<file path="src/rtl/alu_pipe.sv">
// alu_pipe: clocked N-bit ALU behind valid/ready handshakes on both sides.
// Single-cycle ops register their result on the accept edge; MUL (shift-add)
// and DIV (restoring) iterate once per cycle for N cycles before presenting.
module alu_pipe #(
  parameter int N = 8
) (
  input  logic         clk,
  input  logic         rst,
  input  logic         in_valid,
  output logic         in_ready,
  input  logic [N-1:0] A,
  input  logic [N-1:0] B,
  input  logic [3:0]   opcode,
  output logic         out_valid,
  input  logic         out_ready,
  output logic [N-1:0] Y,
  output logic [N-1:0] Y_hi,
  output logic         carry,
  output logic         overflow,
  output logic         zero,
  output logic         negative,
  output logic         div_zero
);

  localparam int CW = $clog2(N);
  localparam logic [CW-1:0] CNT_LAST = CW'(N - 1);
  localparam logic [CW-1:0] CNT_ONE  = CW'(1);
  localparam logic [N-1:0]  N_VAL    = N'(N);
  localparam logic [N-1:0]  ONE      = N'(1);

  localparam logic [3:0] OP_ADD = 4'd0;
  localparam logic [3:0] OP_SUB = 4'd1;
  localparam logic [3:0] OP_DEC = 4'd2;
  localparam logic [3:0] OP_INC = 4'd3;
  localparam logic [3:0] OP_NOT = 4'd4;
  localparam logic [3:0] OP_AND = 4'd5;
  localparam logic [3:0] OP_OR  = 4'd6;
  localparam logic [3:0] OP_XOR = 4'd7;
  localparam logic [3:0] OP_MUL = 4'd8;
  localparam logic [3:0] OP_DIV = 4'd9;
  localparam logic [3:0] OP_SHL = 4'd10;
  localparam logic [3:0] OP_SHR = 4'd11;
  localparam logic [3:0] OP_SRA = 4'd12;

  typedef enum logic [1:0] {IDLE, CALC, DONE} state_t;

  state_t          state_reg;
  logic [CW-1:0]   count_reg;
  logic            is_mul_reg;
  logic [N-1:0]    opnd_reg;     // multiplicand (MUL) or divisor (DIV)
  logic [N-1:0]    hi_reg;       // product high word / partial remainder
  logic [N-1:0]    lo_reg;       // multiplier shifting out / quotient shifting in
  logic [N-1:0]    y_reg;
  logic [N-1:0]    y_hi_reg;
  logic            carry_reg;
  logic            overflow_reg;
  logic            zero_reg;
  logic            negative_reg;
  logic            div_zero_reg;

  logic            accept;
  logic            is_iter;

  // Single-cycle datapath, evaluated on the live operands at accept time
  logic [N:0]      add_sum;
  logic [N:0]      sub_diff;
  logic [N-1:0]    inc_val;
  logic [N-1:0]    dec_val;
  logic [N-1:0]    sra_val;
  logic            shift_big;
  logic [N-1:0]    sc_y;
  logic [N-1:0]    sc_hi;
  logic            sc_c;
  logic            sc_v;
  logic            sc_z;
  logic            sc_n;
  logic            sc_dz;

  // One iteration of the multiply / divide units
  logic [N:0]      mul_sum;
  logic [N-1:0]    mul_hi_next;
  logic [N-1:0]    mul_lo_next;
  logic [N:0]      div_win;
  logic            div_ok;
  logic [N-1:0]    div_sub;
  logic [N-1:0]    div_hi_next;
  logic [N-1:0]    div_lo_next;
  logic [N-1:0]    iter_hi;
  logic [N-1:0]    iter_lo;

  assign in_ready  = !rst && ((state_reg == IDLE) || ((state_reg == DONE) && out_ready));
  assign out_valid = (state_reg == DONE);
  assign accept    = in_valid && in_ready;
  assign is_iter   = (opcode == OP_MUL) || ((opcode == OP_DIV) && (B != '0));

  assign Y        = y_reg;
  assign Y_hi     = y_hi_reg;
  assign carry    = carry_reg;
  assign overflow = overflow_reg;
  assign zero     = zero_reg;
  assign negative = negative_reg;
  assign div_zero = div_zero_reg;

  assign add_sum   = {1'b0, A} + {1'b0, B};
  assign sub_diff  = {1'b0, A} - {1'b0, B};
  assign inc_val   = A + ONE;
  assign dec_val   = A - ONE;
  assign sra_val   = $signed(A) >>> B;
  assign shift_big = (B >= N_VAL);

  // Shift-add: conditionally add the multiplicand into the high word, then
  // shift the whole {carry, hi, lo} right by one.
  assign mul_sum     = {1'b0, hi_reg} + (lo_reg[0] ? {1'b0, opnd_reg} : '0);
  assign mul_hi_next = mul_sum[N:1];
  assign mul_lo_next = {mul_sum[0], lo_reg[N-1:1]};

  // Restoring division: bring the next dividend bit into the remainder and
  // subtract the divisor when it fits. The remainder stays below the divisor,
  // so the N-bit difference is exact whenever the subtraction is taken.
  assign div_win     = {hi_reg, lo_reg[N-1]};
  assign div_ok      = (div_win >= {1'b0, opnd_reg});
  assign div_sub     = div_win[N-1:0] - opnd_reg;
  assign div_hi_next = div_ok ? div_sub : div_win[N-1:0];
  assign div_lo_next = {lo_reg[N-2:0], div_ok};

  assign iter_hi = is_mul_reg ? mul_hi_next : div_hi_next;
  assign iter_lo = is_mul_reg ? mul_lo_next : div_lo_next;

  // Result and flags for every op that completes on the accept edge
  always_comb begin
    sc_y  = '0;
    sc_hi = '0;
    sc_c  = 1'b0;
    sc_v  = 1'b0;
    sc_dz = 1'b0;
    case (opcode)
      OP_ADD: begin
        sc_y = add_sum[N-1:0];
        sc_c = add_sum[N];
        sc_v = (A[N-1] == B[N-1]) && (add_sum[N-1] != A[N-1]);
      end
      OP_SUB: begin
        sc_y = sub_diff[N-1:0];
        sc_c = sub_diff[N];
        sc_v = (A[N-1] != B[N-1]) && (sub_diff[N-1] != A[N-1]);
      end
      OP_DEC: begin
        sc_y = dec_val;
        sc_c = (A == '0);
        sc_v = A[N-1] && !dec_val[N-1];
      end
      OP_INC: begin
        sc_y = inc_val;
        sc_c = (A == '1);
        sc_v = !A[N-1] && inc_val[N-1];
      end
      OP_NOT: sc_y = ~A;
      OP_AND: sc_y = A & B;
      OP_OR:  sc_y = A | B;
      OP_XOR: sc_y = A ^ B;
      OP_DIV: begin
        // Only reached here with a zero divisor
        sc_y  = '1;
        sc_hi = A;
        sc_dz = 1'b1;
      end
      OP_SHL: sc_y = shift_big ? '0 : (A << B);
      OP_SHR: sc_y = shift_big ? '0 : (A >> B);
      OP_SRA: sc_y = shift_big ? {N{A[N-1]}} : sra_val;
      default: sc_y = '0;
    endcase
    // Divide-by-zero reports only div_zero; everything else derives from Y
    sc_z = (sc_y == '0) && !sc_dz;
    sc_n = sc_y[N-1] && !sc_dz;
  end

  // Control FSM plus operand capture, iteration and result registers
  always_ff @(posedge clk) begin
    if (rst) begin
      state_reg    <= IDLE;
      count_reg    <= '0;
      is_mul_reg   <= 1'b0;
      opnd_reg     <= '0;
      hi_reg       <= '0;
      lo_reg       <= '0;
      y_reg        <= '0;
      y_hi_reg     <= '0;
      carry_reg    <= 1'b0;
      overflow_reg <= 1'b0;
      zero_reg     <= 1'b0;
      negative_reg <= 1'b0;
      div_zero_reg <= 1'b0;
    end else if (accept) begin
      // Same handling from IDLE and from a back-to-back accept in DONE
      if (is_iter) begin
        state_reg  <= CALC;
        count_reg  <= '0;
        is_mul_reg <= (opcode == OP_MUL);
        opnd_reg   <= (opcode == OP_MUL) ? A : B;
        hi_reg     <= '0;
        lo_reg     <= (opcode == OP_MUL) ? B : A;
      end else begin
        state_reg    <= DONE;
        y_reg        <= sc_y;
        y_hi_reg     <= sc_hi;
        carry_reg    <= sc_c;
        overflow_reg <= sc_v;
        zero_reg     <= sc_z;
        negative_reg <= sc_n;
        div_zero_reg <= sc_dz;
      end
    end else begin
      case (state_reg)
        CALC: begin
          hi_reg    <= iter_hi;
          lo_reg    <= iter_lo;
          count_reg <= count_reg + CNT_ONE;
          if (count_reg == CNT_LAST) begin
            state_reg    <= DONE;
            y_reg        <= iter_lo;
            y_hi_reg     <= iter_hi;
            carry_reg    <= 1'b0;
            overflow_reg <= is_mul_reg && (iter_hi != '0);
            zero_reg     <= is_mul_reg ? ({iter_hi, iter_lo} == '0) : (iter_lo == '0);
            negative_reg <= iter_lo[N-1];
            div_zero_reg <= 1'b0;
          end
        end
        DONE: begin
          if (out_ready) state_reg <= IDLE;
        end
        IDLE: ;
        default: state_reg <= IDLE;
      endcase
    end
  end

endmodule

</file>
<file path="config.mk">
export PLATFORM = sky130hd
export DESIGN_NAME = alu_pipe
export DESIGN_NICKNAME = d
export VERILOG_FILES = /design/src/rtl/alu_pipe.sv
export SDC_FILE = /design/constraint.sdc
export NUM_CORES = 1
export LEC_CHECK = 0
export CELL_PAD_IN_SITES_DETAIL_PLACEMENT = 2
export CELL_PAD_IN_SITES_GLOBAL_PLACEMENT = 2
export CORE_MARGIN = 2
export CORE_UTILIZATION = 30
export DETAILED_ROUTE_END_ITERATION = 7
export PLACE_DENSITY = 0.76
export SLEW_MARGIN = 20
export SYNTH_ARGS = -nofsm -noshare
export SYNTH_HDL_FRONTEND = slang
export SYNTH_SLANG_ARGS = --single-unit
</file>
<file path="constraint.sdc">
create_clock -name clk -period 4.1 [get_ports clk]
set_input_delay 0.41 -clock clk [delete_from_list [all_inputs] [get_ports clk]]
set_output_delay 0.41 -clock clk [all_outputs]
set_load 0.1 [all_outputs]
</file>
## Word-level counts from Yosys, hierarchy flattened

Cells that the tools add are included.
Widths: inputs -> output; s select.

| storage, ports and cells | value |
|---|---|
| bits in writable memories | 0 |
| bits in latches | 0 |
| bits of input ports | 24 |
| ROM bits | 0 |
| word-level logic and storage cells | 140 |
| output and inout bits | 23 |
| register bits | 51 |
| memories | 0 |

| cells by class | value |
|---|---|
| $lt $le $gt $ge | 2 |
| multipliers | 0 |
| muxes and demuxes | 55 |
| shift-type cells | 3 |
| eq/ne operators | 25 |
| reductions and logical operators | 31 |
| bitwise logic cells | 4 |
| add/sub/neg operators | 7 |
| divide/modulo/power cells | 0 |

Operators with widths:

| operator | count |
|---|---|
| $mux 8 | 24 |
| $pmux 8 s12 | 1 |
| $logic_not 8->1 | 3 |
| $eq 4x4->1 const B | 5 |
| $mux 1 | 20 |
| $add 8x8->9 | 2 |
| $eq 4x3->1 const B | 4 |
| $logic_not 16->1 | 1 |
| $reduce_bool 8->1 | 2 |
| $logic_and 1x1->1 | 11 |
| $ge 9x8->1 | 1 |
| $mux 3 | 3 |
| $sub 8x8->9 | 1 |
| $add 8x1->8 const B | 1 |
| $and 8x8->8 | 1 |
| $eq 4x2->1 const B | 2 |
| $eq 8x8->1 const B | 1 |
| $ge 8x4->1 const B | 1 |
| $mux 2 | 4 |
| $not 8->8 | 1 |
| $or 8x8->8 | 1 |
| $pmux 1 s4 | 2 |
| $shl 8x8->8 | 1 |
| $shr 8x8->8 | 1 |
| 23 further kinds | 33 |

## Logic depth before layout (Yosys ltp)

| logic depth | value |
|---|---|
| depth after elaboration | 8 |
| gate-level depth with buffers | 13 |
| gate-level depth less buffers | 12 |

## Worst setup path after synthesis

No wires, ideal clock.

| timing | value |
|---|---|
| path type | input to register |
| from | in rst |
| to | reg count_reg[0] |
| stages on the path | 9 |
| library setup time | 128 ps |
| setup slack | -470 ps |
| required time | 3972 ps |
| arrival time | 4443 ps |
| buffers on the path | 3 |
| cell sequence | buf_6 -> nor3_1 -> nand2_1 -> a2111oi_4 -> nor2_1 -> buf_2 -> buf_1 -> a21oi_1 -> nor2_1 |

| on the way | value |
|---|---|
| word-level cells in the longest chain between the ends | 5 |
| elaborated cells on any way between the ends | 7 |
| classes of those cells | 1 x eq/ne; 1 x mux; 5 x reduce/logical |

Ends and longest elaborated chain:

| what | line | text |
|---|---|---|
| start: declaration | 8 | `input logic rst,` |
| $logic_not 1->1 (*) | 91 | `assign in_ready = !rst && ((state_reg == IDLE) \|\| ((state_reg == DONE) && out_ready));` |
| $logic_and 1x1->1 (*) | 91 |  |
| net in_ready | 10 | `output logic in_ready,` |
| $logic_and 1x1->1 (*) | 93 | `assign accept = in_valid && in_ready;` |
| $ne 2x1->1 (no line) / $reduce_bool 2->1 (equally long branches) | -- |  |
| $reduce_and 2->1 (no line) | -- |  |
| end signal: assignment | 217 | `count_reg <= count_reg + CNT_ONE;` |
| end: declaration | 48 | `logic [CW-1:0] count_reg;` |

Mark *: on every way through the listed nets, which the timed path passes. The rest lies on a longest branch.
A chain may end at the register's enable or synchronous reset.

## Worst setup path after layout

| timing | value |
|---|---|
| from | in A[0] |
| to | reg zero_reg, in the netlist zero |

| on the way | value |
|---|---|
| word-level cells in the longest chain between the ends | 7 |
| elaborated cells on any way between the ends | 19 |
| classes of those cells | 4 x add/sub; 3 x shift; 6 x mux; 4 x bitwise; 2 x reduce/logical |

Ends and longest elaborated chain:

| what | line | text |
|---|---|---|
| start: declaration | 11 | `input logic [N-1:0] A,` |
| branches (longest 2 deep; another with $add 8x1->8) | -- |  |
| $pmux 8 s12 (*) | 136 | `case (opcode)` |
| $logic_not 8->1 (*) | 173 | `sc_z = (sc_y == '0) && !sc_dz;` |
| $logic_and 1x1->1 (*) | 173 |  |
| $mux 1 (*) | 195 | `if (is_iter) begin` |
| $mux 1 (*) | 193 | `end else if (accept) begin` |
| end signal: assignment | 208 | `zero_reg <= sc_z;` |
| end signal: assignment | 224 | `zero_reg <= is_mul_reg ? ({iter_hi, iter_lo} == '0) : (iter_lo == '0);` |
| end: declaration | 57 | `logic zero_reg;` |

Every way passes the cells marked *. The select of a mux whose other input is x is not followed.

==> flow_metrics.tcl <==
set metrics [dict create \
    clock-root-buffer "clkbuf_16" \
    port_buffers 46 \
    top_level_ports 47 \
    diodes 0 \
    cts_tree "done" \
    path_delay_family "compound AO/OA/AOI/OAI gates" \
    place.gp.congestion 0.877 \
    ir_drop_v 0.000166 \
    reg2regPathDepth 11 \
    grt_pass1_vias 6757 \
    status "finished, final reports clean" \
    die_w_um 146 \
    fmax_ghz 0.288 \
    ys_types 100 \
    maxCapViolations 0 \
    cts_resized 0 \
    final_common_cell "nand2_1" \
    reg2reg_setup_slack_ns 1.02 \
    clkTransAtPathRegs_ns 0.07 \
    synth-seq-area-share_pct 17.0 \
    avgSynthCellArea_sq_um 7.62 \
    p_int_mw 0.971 \
    finalWirelength_um 25800 \
    vias_per_cell 6.00 \
    final-hold-violation-count 0 \
    ant_nets 0 \
    fin_cells 1086 \
    skew_ns 0.00587 \
    fp.dieArea_sq_mm 0.0212 \
    yosysTopAreaCell "dfxtp_1" \
    p_comb_share_pct 40.3 \
    cts_setup_buffers 0 \
    setup.worst_path.start_class "input port" \
    globalRouteOverflowTotal 0 \
    nets 896 \
    core_sq_mm 0.0196 \
    antenna_found_initial 0 \
    r2r_end "zero" \
    clk_latency_ns 0.30 \
    fin_area_sq_mm 0.00696 \
    met1_usage_pct 34.3 \
    cts_sinks 51 \
    path_class "in2reg" \
    use_met2_pct 39.2 \
    critPathMaxFanout 8 \
    cts_buffers 5 \
    crit_path_frequent_cell "inv_1" \
    chipHeight_um 146 \
    drt_iter0_markers 494 \
    drive_above_1_share_pct 11.2 \
    r2r-start "lo_reg[0]" \
    placed_cell_area_sq_mm 0.00681 \
    worstPathCellList "clkdlybuf4s50_1, inv_1, ha_1, inv_1, fa_1, nor3b_2, nor3_1, o31a_1, a221o_1, a2111oi_2, and4bb_1, a31oi_1, o22ai_1" \
    clockBufferDepth 2 \
    synth-edff-count 0 \
    min_period_over_period_pct 84.7 \
    slowest_delay_ns 0.62 \
    synth_seq_cells 51 \
    p_leak_nw 2.62 \
    path_buf_inv 3 \
    p_clk_share_pct 27.4 \
    powerDensity_mw_per_mm2 232 \
    std_cell_rows 51 \
    finalSetupTns_ns 0 \
    htreeDepth 2 \
    slew_violations 0 \
    synth_area_sq_mm 0.00601 \
    synth-main-ff-cell "dfxtp_1" \
    vias 6520 \
    worstPathRequired_ns 4.32 \
    hold_buffers 0 \
    synth_top_area_share_pct 17.0 \
    slowest_stage "clkdlybuf4s50_1" \
    synth_cells 789 \
    synthArstFlopShare_pct 0 \
    nFillCells 2285 \
    syn-num-nets 864 \
    grt_max_degree 46 \
    final_cell_mix "86 x nand2_1, 76 x nor2_1, 56 x a21oi_1, 51 x dfxtp_1, 47 x ha_1" \
    syn_to_final_growth_pct 15.8 \
    worst_pin_slew_ns 0.977 \
    whs_endpoint "hi_reg[5]" \
    max-slew-margin-rel_pct 34.7 \
    period_needed_ns 3.47 \
    setup_viol 0 \
    crit_arrival_ns 3.69 \
    seq_power_share_pct 32.4 \
    drc 0 \
    wl_per_cell_um 23.7 \
    drt_first_pass_iters 5 \
    synthTopCellsByArea "dfxtp_1 17%, ha_1 9.8%, nand2_1 5.4%" \
    switching_power_mw 0.644 \
    whs_path_depth 2 \
    grt_pass1_wl_um 40400 \
    rsz0062_at_grt "no" \
    end_kind "register" \
    p_sw_share_pct 39.9 \
    hp-start "rst" \
    grt.busiest_layer "met2" \
    grt_util_all_layers_pct 24.0 \
    grt_use_met3_pct 2.70 \
    yosysWarnings 0 \
    hold_class "in2reg" \
    start_util_pct 30.7 \
    post-dp-hpwl_um 19500 \
    dp_cells 1079 \
]
[cell families (layout without fill, tap and decap cells)]
group                    after synthesis  count (layout)  share of synthesized area (%)
AO/OA/AOI/OAI                        238             238                           28.7
XOR/XNOR                              20              20                           2.91
flip-flops                            51              51                           17.0
adder cells (fa/ha/maj)               51              51                           11.1
AND/OR/NAND/NOR                      301             301                           25.8
buffers and inverters                 99             131                           7.83
multiplexers                          29              29                           6.64
[metal layers]
layer / vias up / part of all wire (%)
met4: 0 / 1.8
met3: 40 / 4.7
met2: 190 / 46
li1: 2975 / -
met5: - / 0
met1: 3315 / 47
[stage by stage]
stage / util (%) / hold slack, ns / total power, mW / setup WS (ns)
global route: 35.5 / 0.471 / 1.69 / 0.368
global placement: 34.8 / 0.447 / 1.16 / 0.512
finish: 35.5 / 0.462 / 1.62 / 0.629
detailed placement: 34.8 / 0.454 / 1.18 / 0.310
floorplan: - / 0.436 / 0.959 / 0.624
CTS: 35.5 / 0.460 / 1.62 / 0.625
[cell usage after synthesis (15+ instances only)]
cell and n:
nand2_1 86, nor2_1 77, a21oi_1 56, dfxtp_1 51
ha_1 47, inv_1 35, clkbuf_1 29, a211oi_1 27
o21ai_0 26, nor3_1 24, a311oi_1 17, buf_2 17
xnor2_1 17, and2_1 16, nand3_1 16, nor2b_1 15
[worst register-to-register path: stages, from the launching register on]
cell	delay, ns
dfxtp_1	0.45
and2_1	0.23
ha_1	0.21
fa_1	0.43
a211oi_1	0.23
o21ai_0	0.17
a211oi_1	0.26
o32ai_1	0.11
nor3_1	0.24
nand4_1	0.25
o21a_1	0.28
o22ai_1	0.14
[power groups by stage]
stage	combinational, mW	sequential, mW	clock (mW)
after global routing	0.697	0.525	0.470
after detailed placement	0.641	0.535	0
after floorplan	0.356	0.603	0
after global placement	0.628	0.534	0
after CTS	0.644	0.523	0.454
final	0.650	0.523	0.442
[worst max path at each step]
stage | to | cells past startpoint | slack [ns] | from
floorplan | count_reg[0] | 9 | 0.62 | rst
global placement | zero | 12 | 0.51 | A[2]
detailed placement | zero | 13 | 0.31 | A[0]
CTS | zero | 13 | 0.63 | A[0]
global route | zero | 13 | 0.37 | A[0]
finish | zero | 13 | 0.63 | A[0]
[area by class of cell]
class	count	area (sq um)	share of cell area, %
repair buffers	86	781	11.2
well taps	265	332	4.76
inverters	38	143	2.05
clock inverters	1	8.76	0.126
flip-flops and latches	51	1020	14.7
clock buffers	6	139	2.00
multi-input cells	639	4540	65.2
Power figures use the tool's default switching activity.
